### config.mk
export PLATFORM = sky130hd
export DESIGN_NAME = dotprod_sequencer_flat
export DESIGN_NICKNAME = d
export VERILOG_FILES = /design/src/rtl/dotprod_sequencer_if.sv /design/src/rtl/dotprod_sequencer.sv /design/src/flat_wrapper.sv
export SDC_FILE = /design/constraint.sdc
export NUM_CORES = 1
export LEC_CHECK = 0
export CAP_MARGIN = 20
export CORE_ASPECT_RATIO = 0.8
export CORE_MARGIN = 5
export CORE_UTILIZATION = 47
export CTS_BUF_LIST = sky130_fd_sc_hd__clkbuf_16
export CTS_CLUSTER_DIAMETER = 120
export DETAILED_ROUTE_END_ITERATION = 8
export GPL_TIMING_DRIVEN = 1
export PLACE_DENSITY = 0.93
export SETUP_SLACK_MARGIN = 0.3
export SLEW_MARGIN = 20
export SYNTH_ARGS = -nofsm -noshare
export SYNTH_HDL_FRONTEND = slang
export SYNTH_SLANG_ARGS = --single-unit
### constraint.sdc
create_clock -name clk -period 4.1 [get_ports clk]
set_input_delay 0.615 -clock clk [delete_from_list [all_inputs] [get_ports clk]]
set_output_delay 0.615 -clock clk [all_outputs]
set_load 0.01 [all_outputs]
### src/rtl/dotprod_sequencer_if.sv
// dotprod_sequencer_if
//   Groups the host handshake, the three-bank SRAM control bus and the MAC
//   control strobes of the dot-product sequencer.
//   master : host / testbench side (drives start, vec_len, load_valid)
//   slave  : sequencer side (drives everything else)
//   Signals:
//     start, vec_len, load_valid          host -> sequencer
//     load_ready                          sequencer -> host
//     Mem_Clear, En_Chip_Select,
//     En_Write, En_Read                   per-bank strobes, one bit per bank
//     Addr_Read, Addr_Write               packed per-bank addresses,
//                                         bank k at [k*Addr_Width +: Addr_Width]
//     mac_clear, mac_en                   MAC accumulator control
//     busy, done                          job status
interface dotprod_sequencer_if #(
    parameter int Addr_Width = 4,
    parameter int Nums_SRAM  = 3
);
    logic                            start;
    logic [Addr_Width:0]             vec_len;
    logic                            load_valid;
    logic                            load_ready;
    logic [Nums_SRAM-1:0]            Mem_Clear;
    logic [Nums_SRAM-1:0]            En_Chip_Select;
    logic [Nums_SRAM-1:0]            En_Write;
    logic [Nums_SRAM-1:0]            En_Read;
    logic [Nums_SRAM*Addr_Width-1:0] Addr_Read;
    logic [Nums_SRAM*Addr_Width-1:0] Addr_Write;
    logic                            mac_clear;
    logic                            mac_en;
    logic                            busy;
    logic                            done;

    modport master (
        output start, vec_len, load_valid,
        input  load_ready, Mem_Clear, En_Chip_Select, En_Write, En_Read,
               Addr_Read, Addr_Write, mac_clear, mac_en, busy, done
    );

    modport slave (
        input  start, vec_len, load_valid,
        output load_ready, Mem_Clear, En_Chip_Select, En_Write, En_Read,
               Addr_Read, Addr_Write, mac_clear, mac_en, busy, done
    );
endinterface

### src/rtl/dotprod_sequencer.sv
// dotprod_sequencer
//   Job-level sequencer for the dot-product engine. Per job: optional clear
//   of the operand banks, load of operand A (bank 0) and operand B (bank 1)
//   from the host stream, paired reads that drive the MAC enables, then one
//   result write to bank 2 at a wrapping result pointer.
//   Ports:
//     clk      rising-edge clock
//     reset_n  asynchronous active-low reset; every output reads 0 while low
//     bus      dotprod_sequencer_if.slave (host handshake, SRAM bus, MAC ctl)
//   Build option:
//     SEQ_MEM_CLEAR_EN  when defined, a one-cycle CLEAR state pulses
//                       Mem_Clear on banks 0 and 1 before loading; when
//                       undefined, Mem_Clear stays 0 and CLEAR is skipped.
module dotprod_sequencer #(
    parameter int Addr_Width   = 4,
    parameter int Nums_SRAM    = 3,
    parameter int Read_Latency = 1
) (
    input  logic               clk,
    input  logic               reset_n,
    dotprod_sequencer_if.slave bus
);
    localparam int Ram_Depth = 1 << Addr_Width;
    localparam int LW        = Addr_Width + 1;
    localparam int BANK_A    = 0;
    localparam int BANK_B    = 1;
    localparam int BANK_R    = 2;
    localparam logic [LW-1:0] DEPTH_LEN  = LW'(Ram_Depth);
    localparam logic [LW-1:0] DRAIN_LAST = LW'(Read_Latency - 1);

    typedef enum logic [2:0] {
        S_IDLE, S_CLEAR, S_LOAD_A, S_LOAD_B, S_COMPUTE, S_DRAIN, S_WRITE, S_DONE
    } state_e;

`ifdef SEQ_MEM_CLEAR_EN
    localparam state_e JOB_ENTRY = S_CLEAR;
`else
    localparam state_e JOB_ENTRY = S_LOAD_A;
`endif

    state_e                  state_q, state_d;
    logic [LW-1:0]           len_q, len_d;
    logic [LW-1:0]           idx_q, idx_d;
    logic [Addr_Width-1:0]   res_ptr_q, res_ptr_d;
    logic [Read_Latency-1:0] rd_pipe_q, rd_pipe_d;

    logic [LW-1:0]           idx_inc;
    logic [LW-1:0]           len_clamped;
    logic [Addr_Width-1:0]   idx_addr;
    logic                    last_elem;
    logic                    load_ready_c, mac_clear_c, done_c;
    logic [Nums_SRAM-1:0]    clr_c, we_c, re_c;
    logic [Nums_SRAM*Addr_Width-1:0] ra_c, wa_c;

    assign idx_inc     = idx_q + 1'b1;
    assign idx_addr    = idx_q[Addr_Width-1:0];
    assign last_elem   = (idx_inc == len_q);
    assign len_clamped = (bus.vec_len > DEPTH_LEN) ? DEPTH_LEN : bus.vec_len;

    always_comb begin
        state_d      = state_q;
        len_d        = len_q;
        idx_d        = idx_q;
        res_ptr_d    = res_ptr_q;
        load_ready_c = 1'b0;
        mac_clear_c  = 1'b0;
        done_c       = 1'b0;
        clr_c        = '0;
        we_c         = '0;
        re_c         = '0;
        ra_c         = '0;
        wa_c         = '0;
        // Gating on reset_n keeps the combinational strobes (e.g. mac_clear
        // from start in IDLE) at 0 while reset is held, not just after it.
        if (reset_n) begin
            case (state_q)
                S_IDLE: begin
                    if (bus.start) begin
                        len_d = len_clamped;
                        if (len_clamped == '0) begin
                            // Empty job: zero the accumulator so 0 is written.
                            mac_clear_c = 1'b1;
                            state_d     = S_WRITE;
                        end else begin
                            state_d = JOB_ENTRY;
                        end
                    end
                end
                S_CLEAR: begin
`ifdef SEQ_MEM_CLEAR_EN
                    clr_c[BANK_A] = 1'b1;
                    clr_c[BANK_B] = 1'b1;
`endif
                    state_d = S_LOAD_A;
                end
                S_LOAD_A, S_LOAD_B: begin
                    load_ready_c = 1'b1;
                    if (bus.load_valid) begin
                        if (state_q == S_LOAD_A) begin
                            we_c[BANK_A] = 1'b1;
                            wa_c[BANK_A*Addr_Width +: Addr_Width] = idx_addr;
                        end else begin
                            we_c[BANK_B] = 1'b1;
                            wa_c[BANK_B*Addr_Width +: Addr_Width] = idx_addr;
                        end
                        if (last_elem) begin
                            idx_d   = '0;
                            state_d = (state_q == S_LOAD_A) ? S_LOAD_B : S_COMPUTE;
                        end else begin
                            idx_d = idx_inc;
                        end
                    end
                end
                S_COMPUTE: begin
                    re_c[BANK_A] = 1'b1;
                    re_c[BANK_B] = 1'b1;
                    ra_c[BANK_A*Addr_Width +: Addr_Width] = idx_addr;
                    ra_c[BANK_B*Addr_Width +: Addr_Width] = idx_addr;
                    mac_clear_c = (idx_q == '0);
                    if (last_elem) begin
                        idx_d   = '0;
                        state_d = S_DRAIN;
                    end else begin
                        idx_d = idx_inc;
                    end
                end
                S_DRAIN: begin
                    // idx is reused as the drain counter; it is free here.
                    if (idx_q == DRAIN_LAST) begin
                        idx_d   = '0;
                        state_d = S_WRITE;
                    end else begin
                        idx_d = idx_inc;
                    end
                end
                S_WRITE: begin
                    we_c[BANK_R] = 1'b1;
                    wa_c[BANK_R*Addr_Width +: Addr_Width] = res_ptr_q;
                    res_ptr_d = res_ptr_q + 1'b1;
                    state_d   = S_DONE;
                end
                S_DONE: begin
                    done_c  = 1'b1;
                    state_d = S_IDLE;
                end
                default: state_d = S_IDLE;
            endcase
        end
    end

    // mac_en is the bank-A read strobe aligned to the SRAM read data.
    always_comb begin
        rd_pipe_d    = '0;
        rd_pipe_d[0] = re_c[BANK_A];
        for (int i = 1; i < Read_Latency; i++) begin
            rd_pipe_d[i] = rd_pipe_q[i-1];
        end
    end

    always_ff @(posedge clk or negedge reset_n) begin
        if (!reset_n) begin
            state_q   <= S_IDLE;
            len_q     <= '0;
            idx_q     <= '0;
            res_ptr_q <= '0;
            rd_pipe_q <= '0;
        end else begin
            state_q   <= state_d;
            len_q     <= len_d;
            idx_q     <= idx_d;
            res_ptr_q <= res_ptr_d;
            rd_pipe_q <= rd_pipe_d;
        end
    end

    assign bus.load_ready     = load_ready_c;
    assign bus.Mem_Clear      = clr_c;
    assign bus.En_Write       = we_c;
    assign bus.En_Read        = re_c;
    assign bus.En_Chip_Select = clr_c | we_c | re_c;
    assign bus.Addr_Read      = ra_c;
    assign bus.Addr_Write     = wa_c;
    assign bus.mac_clear      = mac_clear_c;
    assign bus.mac_en         = rd_pipe_q[Read_Latency-1];
    assign bus.busy           = (state_q != S_IDLE);
    assign bus.done           = done_c;
endmodule

### src/flat_wrapper.sv
// flat-port wrapper written by rule: the top's interface ports become plain ports
module dotprod_sequencer_flat 
#(
    parameter int Addr_Width   = 4,
    parameter int Nums_SRAM    = 3,
    parameter int Read_Latency = 1
)
  (clk, reset_n, bus_start, bus_vec_len, bus_load_valid, bus_load_ready, bus_Mem_Clear, bus_En_Chip_Select, bus_En_Write, bus_En_Read, bus_Addr_Read, bus_Addr_Write, bus_mac_clear, bus_mac_en, bus_busy, bus_done);
  dotprod_sequencer_if #(.Addr_Width(Addr_Width), .Nums_SRAM(Nums_SRAM)) bus_i ();
  input  logic clk;
  input  logic reset_n;
  input wire logic [$bits(bus_i.start)-1:0] bus_start;
  input wire logic [$bits(bus_i.vec_len)-1:0] bus_vec_len;
  input wire logic [$bits(bus_i.load_valid)-1:0] bus_load_valid;
  output wire logic [$bits(bus_i.load_ready)-1:0] bus_load_ready;
  output wire logic [$bits(bus_i.Mem_Clear)-1:0] bus_Mem_Clear;
  output wire logic [$bits(bus_i.En_Chip_Select)-1:0] bus_En_Chip_Select;
  output wire logic [$bits(bus_i.En_Write)-1:0] bus_En_Write;
  output wire logic [$bits(bus_i.En_Read)-1:0] bus_En_Read;
  output wire logic [$bits(bus_i.Addr_Read)-1:0] bus_Addr_Read;
  output wire logic [$bits(bus_i.Addr_Write)-1:0] bus_Addr_Write;
  output wire logic [$bits(bus_i.mac_clear)-1:0] bus_mac_clear;
  output wire logic [$bits(bus_i.mac_en)-1:0] bus_mac_en;
  output wire logic [$bits(bus_i.busy)-1:0] bus_busy;
  output wire logic [$bits(bus_i.done)-1:0] bus_done;
  assign bus_i.start = bus_start;
  assign bus_i.vec_len = bus_vec_len;
  assign bus_i.load_valid = bus_load_valid;
  assign bus_load_ready = bus_i.load_ready;
  assign bus_Mem_Clear = bus_i.Mem_Clear;
  assign bus_En_Chip_Select = bus_i.En_Chip_Select;
  assign bus_En_Write = bus_i.En_Write;
  assign bus_En_Read = bus_i.En_Read;
  assign bus_Addr_Read = bus_i.Addr_Read;
  assign bus_Addr_Write = bus_i.Addr_Write;
  assign bus_mac_clear = bus_i.mac_clear;
  assign bus_mac_en = bus_i.mac_en;
  assign bus_busy = bus_i.busy;
  assign bus_done = bus_i.done;
  dotprod_sequencer #(.Addr_Width(Addr_Width), .Nums_SRAM(Nums_SRAM), .Read_Latency(Read_Latency)) u_core (.clk(clk), .reset_n(reset_n), .bus(bus_i));
endmodule
==> summary.md <==
| Metric | Value |
|---|---|
| Initial drt markers | 36 |
| Worst-Margin Slew | 0.707 ns |
| Initial antenna violation count | 0 |
| Cts hold-fix bufs | 0 |
| Met1 usage in global routing | between 10% and 20% |
| Status | finished, final reports clean |
| Busiest grt layer | met2 |
| Number of max-cap violations | 0 |
| Clock Path Buffers | 2 |
| Setup TNS | 0 ns |
| Root Driver | clkbuf_16 |
| Nets | 197 |
| Post-layout util | 64.4% |
| Via Count | 1139 |
| PD cells | 591 nW/um^2 |
| Crit path from | reset_n |
| R2r setup slk | 1.96 ns |
| Via/cell ratio | 5.13 |
| Post-synthesis mux area share | around 1.7% |
| Syn Std Cell Area | between 1000 and 1500 sq um |
| Routed Antenna Nets | 0 |
| CP Max Fanout | 12 |
| Overflow after GRT | 0 |
| Dpl cells | 218 |
| Slowest CP cell | clkdlybuf4s50_1 |
| Yosys warning total | 0 |
| Worst Path Buf+Inv | 4 |
| FF-to-FF path depth | 7 |
| Setup-failing EPs final | 0 |
| First-pass GRT wire length | 4.63 mm |
| RSZ-0062 raised after global routing | no |
| Largest net degree at the start of global routing | 16 |
| F_max | 0.294 GHz |
| Area after DPL | between 1500 and 2000 sq um |
| Worst setup margin | 0.701 ns |
| Synth Instances | approximately 150 |
| Number of diodes | 0 |
| I/O Buffers | 41 |
| Worst setup SP type | primary input |
| Hold WC Path Type | register to register |
| Most used cell, CP | clkdlybuf4s50_1 |
| Share of cells above drive strength 1 | 5.43% |
| H-tree levels | 1 |
| DP HPWL | 2.30 mm |
| Syn-to-layout area delta | 32.8% |
| Crit end category | output port |
| Clk sinks | 18 |
| Most common cell after layout, fill and taps aside | clkdlybuf4s50_1 |
| Hold Path Depth | 1 |
| GRT Util Overall | 14.7% |
| Final Hold Slack | ~0.46 ns |
| Total CTS buffers | 3 |
| Library cells used by synthesis | 38 |
| Slew Limit Fails | 0 |
| Worst Path Required | 3.48 ns |
| Critical path depth | 7 |
| CP endpoint | bus_Addr_Read[4] |
| Die area | roughly 4000 sq um |
| Relative slew slack | 52.6% |
| Worst r2r dst | u_core.state_q[2]$_DFFE_PN0P_ |
| WL per Instance | approximately 13 microns |
| Io pins | 50 |
| Minimum clock period | between 3 and 4 ns |
| CP Cell Sequence | clkdlybuf4s50_1, buf_4, nand2_1, nor3_1, inv_1, nor2_1, clkdlybuf4s50_1 |
| DRC | 0 |
| Starting Density | 48.5% |
| Final hold vios | 0 |
| Grt met3 use | roughly 4.9% |
| Pre-antenna DRT Iters | 4 |
| Largest family of logic cells by synthesized area | simple AND/OR/NAND/NOR gates |
| Die X | between 60 and 70 microns |
| Crit path DAT | 2.78 ns |
| Most frequent cells in the layout | clkdlybuf4s50_1, dfrtp_1, nand2_1 |
| Reg-to-Reg Start | u_core.idx_q[0]$_DFFE_PN0P_ |
| Fin Clk Skew | 0.000723 ns |
| Post-synthesis sequential area ratio | 33.8% |
| Leak pwr | 0.722 nW |
| Synth Area in Compound Gates | 15.9% |
| Synth Area in XOR/XNOR | roughly 8.4% |
| Worst-path clk slew | 0.05 ns |
| Simple-gate share of the synthesized area | between 20% and 30% |
| Post-CTS sizing | 0 |
| Synth Area in Adders | 3.57% |
| # rows | 17 |
| Post-Place Worst Slack | around 0.70 ns |
| Core Box Area | 2740 sq um |
| Routed WL | a little under 3 mm |
| PnR Total Power | 1.05 mW |
| Final GP Congestion | roughly 0.86 |
| Peak VDD IR | 0.229 mV |
| Post-CTS Setup Bufs | 0 |
| Syn_area_per_cell | 8.93 sq um |
| CTS tree | yes |
| Post-Layout Cell Count | between 200 and 250 |
| Seq cells post-synth | 18 |
| CP Class | primary input to output port |
| Tcrit/Tclk final | between 80% and 90% |
| Met2 usage | 24.5% |
| Die Height | 57.6 microns |
| Fin area | ~1800 sq um |
| Vias in the first global route | 993 |
| Worst-Skew Late Latency | between 0.2 and 0.3 ns |
| Crit-path max cell delay | 0.56 ns |
| Top delay family on crit path | buffers and inverters |
-- state kept, by name, indices dropped and copies added, names as in the netlist --
signal             cells
u_core.res_ptr_q       4
u_core.state_q         3
u_core.bus.mac_en      1
u_core.idx_q           5
u_core.len_q           5
-- logic make-up after synthesis --
logic type	after synthesis
buffers and inverters	25
adders and majority gates	4
DFF	18
AOI/OAI and AO/OA	27
muxes	2
other	1
and+or+nand+nor	61
xor gates and xnor gates	11
-- cells in the mapped netlist (all sizes together) --
library cell  instances  area [sq um]
inv                   6          22.5
a31oi                 1          21.3
xnor2                 7          61.3
or3                   1          6.26
a21oi                 2          10.0
ha                    3          37.5
a21o                  3          22.5
buf                  19           141
and3                  1          6.26
nand2                13          48.8
nand2b                6          37.5
a31o                  1          8.76
mux2                  2          22.5
nor2b                 1          6.26
a211oi                1          7.51
and2                 12          75.1
o21ai                 8          40.0
nand3b                1          7.51
dfrtp                18           450
o211ai                3          22.5
o221a                 1          20.0
nor2                  8          30.0
o21bai                2          15.0
a41o                  1          10.0
o221ai                1          8.76
xor3                  1          23.8
nand3                 4          20.0
maj3                  1          10.0
nor3                 11          55.1
conb                  1          3.75
or4b                  1          13.8
o32ai                 2          17.5
xor2                  3          26.3
nor4                  1          6.26
or4                   1          7.51
o31ai                 1          7.51
-- where the power goes --
group / switching (mW) / internal [mW]
clock network: 0.0646 / 0.130
registers: 0.117 / 0.245
logic: 0.231 / 0.258
total: 0.413 / 0.633
-- per-layer routing --
layer,part of all wire [%],vias up
met4,0.57,0
met3,9.6,4
li1,-,568
met1,44,518
met5,0,-
met2,46,49
-- worst min path at each step --
| stage | from | end | slack, ns |
|---|---|---|---|
| floorplan | reset_n | u_core.bus.mac_en$_DFF_PN0_ | 0.32 |
| global placement | u_core.res_ptr_q[3]$_DFFE_PN0P_ | u_core.res_ptr_q[3]$_DFFE_PN0P_ | 0.46 |
| detailed placement | u_core.res_ptr_q[3]$_DFFE_PN0P_ | u_core.res_ptr_q[3]$_DFFE_PN0P_ | 0.46 |
| CTS | u_core.res_ptr_q[3]$_DFFE_PN0P_ | u_core.res_ptr_q[3]$_DFFE_PN0P_ | 0.47 |
| global route | u_core.res_ptr_q[3]$_DFFE_PN0P_ | u_core.res_ptr_q[3]$_DFFE_PN0P_ | 0.48 |
| finish | u_core.res_ptr_q[3]$_DFFE_PN0P_ | u_core.res_ptr_q[3]$_DFFE_PN0P_ | 0.46 |
-- cell type report --
| class | instances | area, sq um |
|---|---|---|
| fill | 221 | 976 |
| multi-input combinational | 113 | 743 |
| sequential | 18 | 450 |
| timing repair buffer | 43 | 425 |
| clock buffer | 3 | 75.1 |
| tap | 38 | 47.5 |
| inverter | 6 | 22.5 |
| clock inverter | 1 | 3.75 |
-- worst register-to-register path, delay by kind of cell (launching register included) --
family	cells	cell delay, ns
compound gates	4	0.69
fa+ha+maj	1	0.18
buf+inv	1	0.18
flops	1	0.46
simple gates	1	0.49
Power figures use the tool's default switching activity.
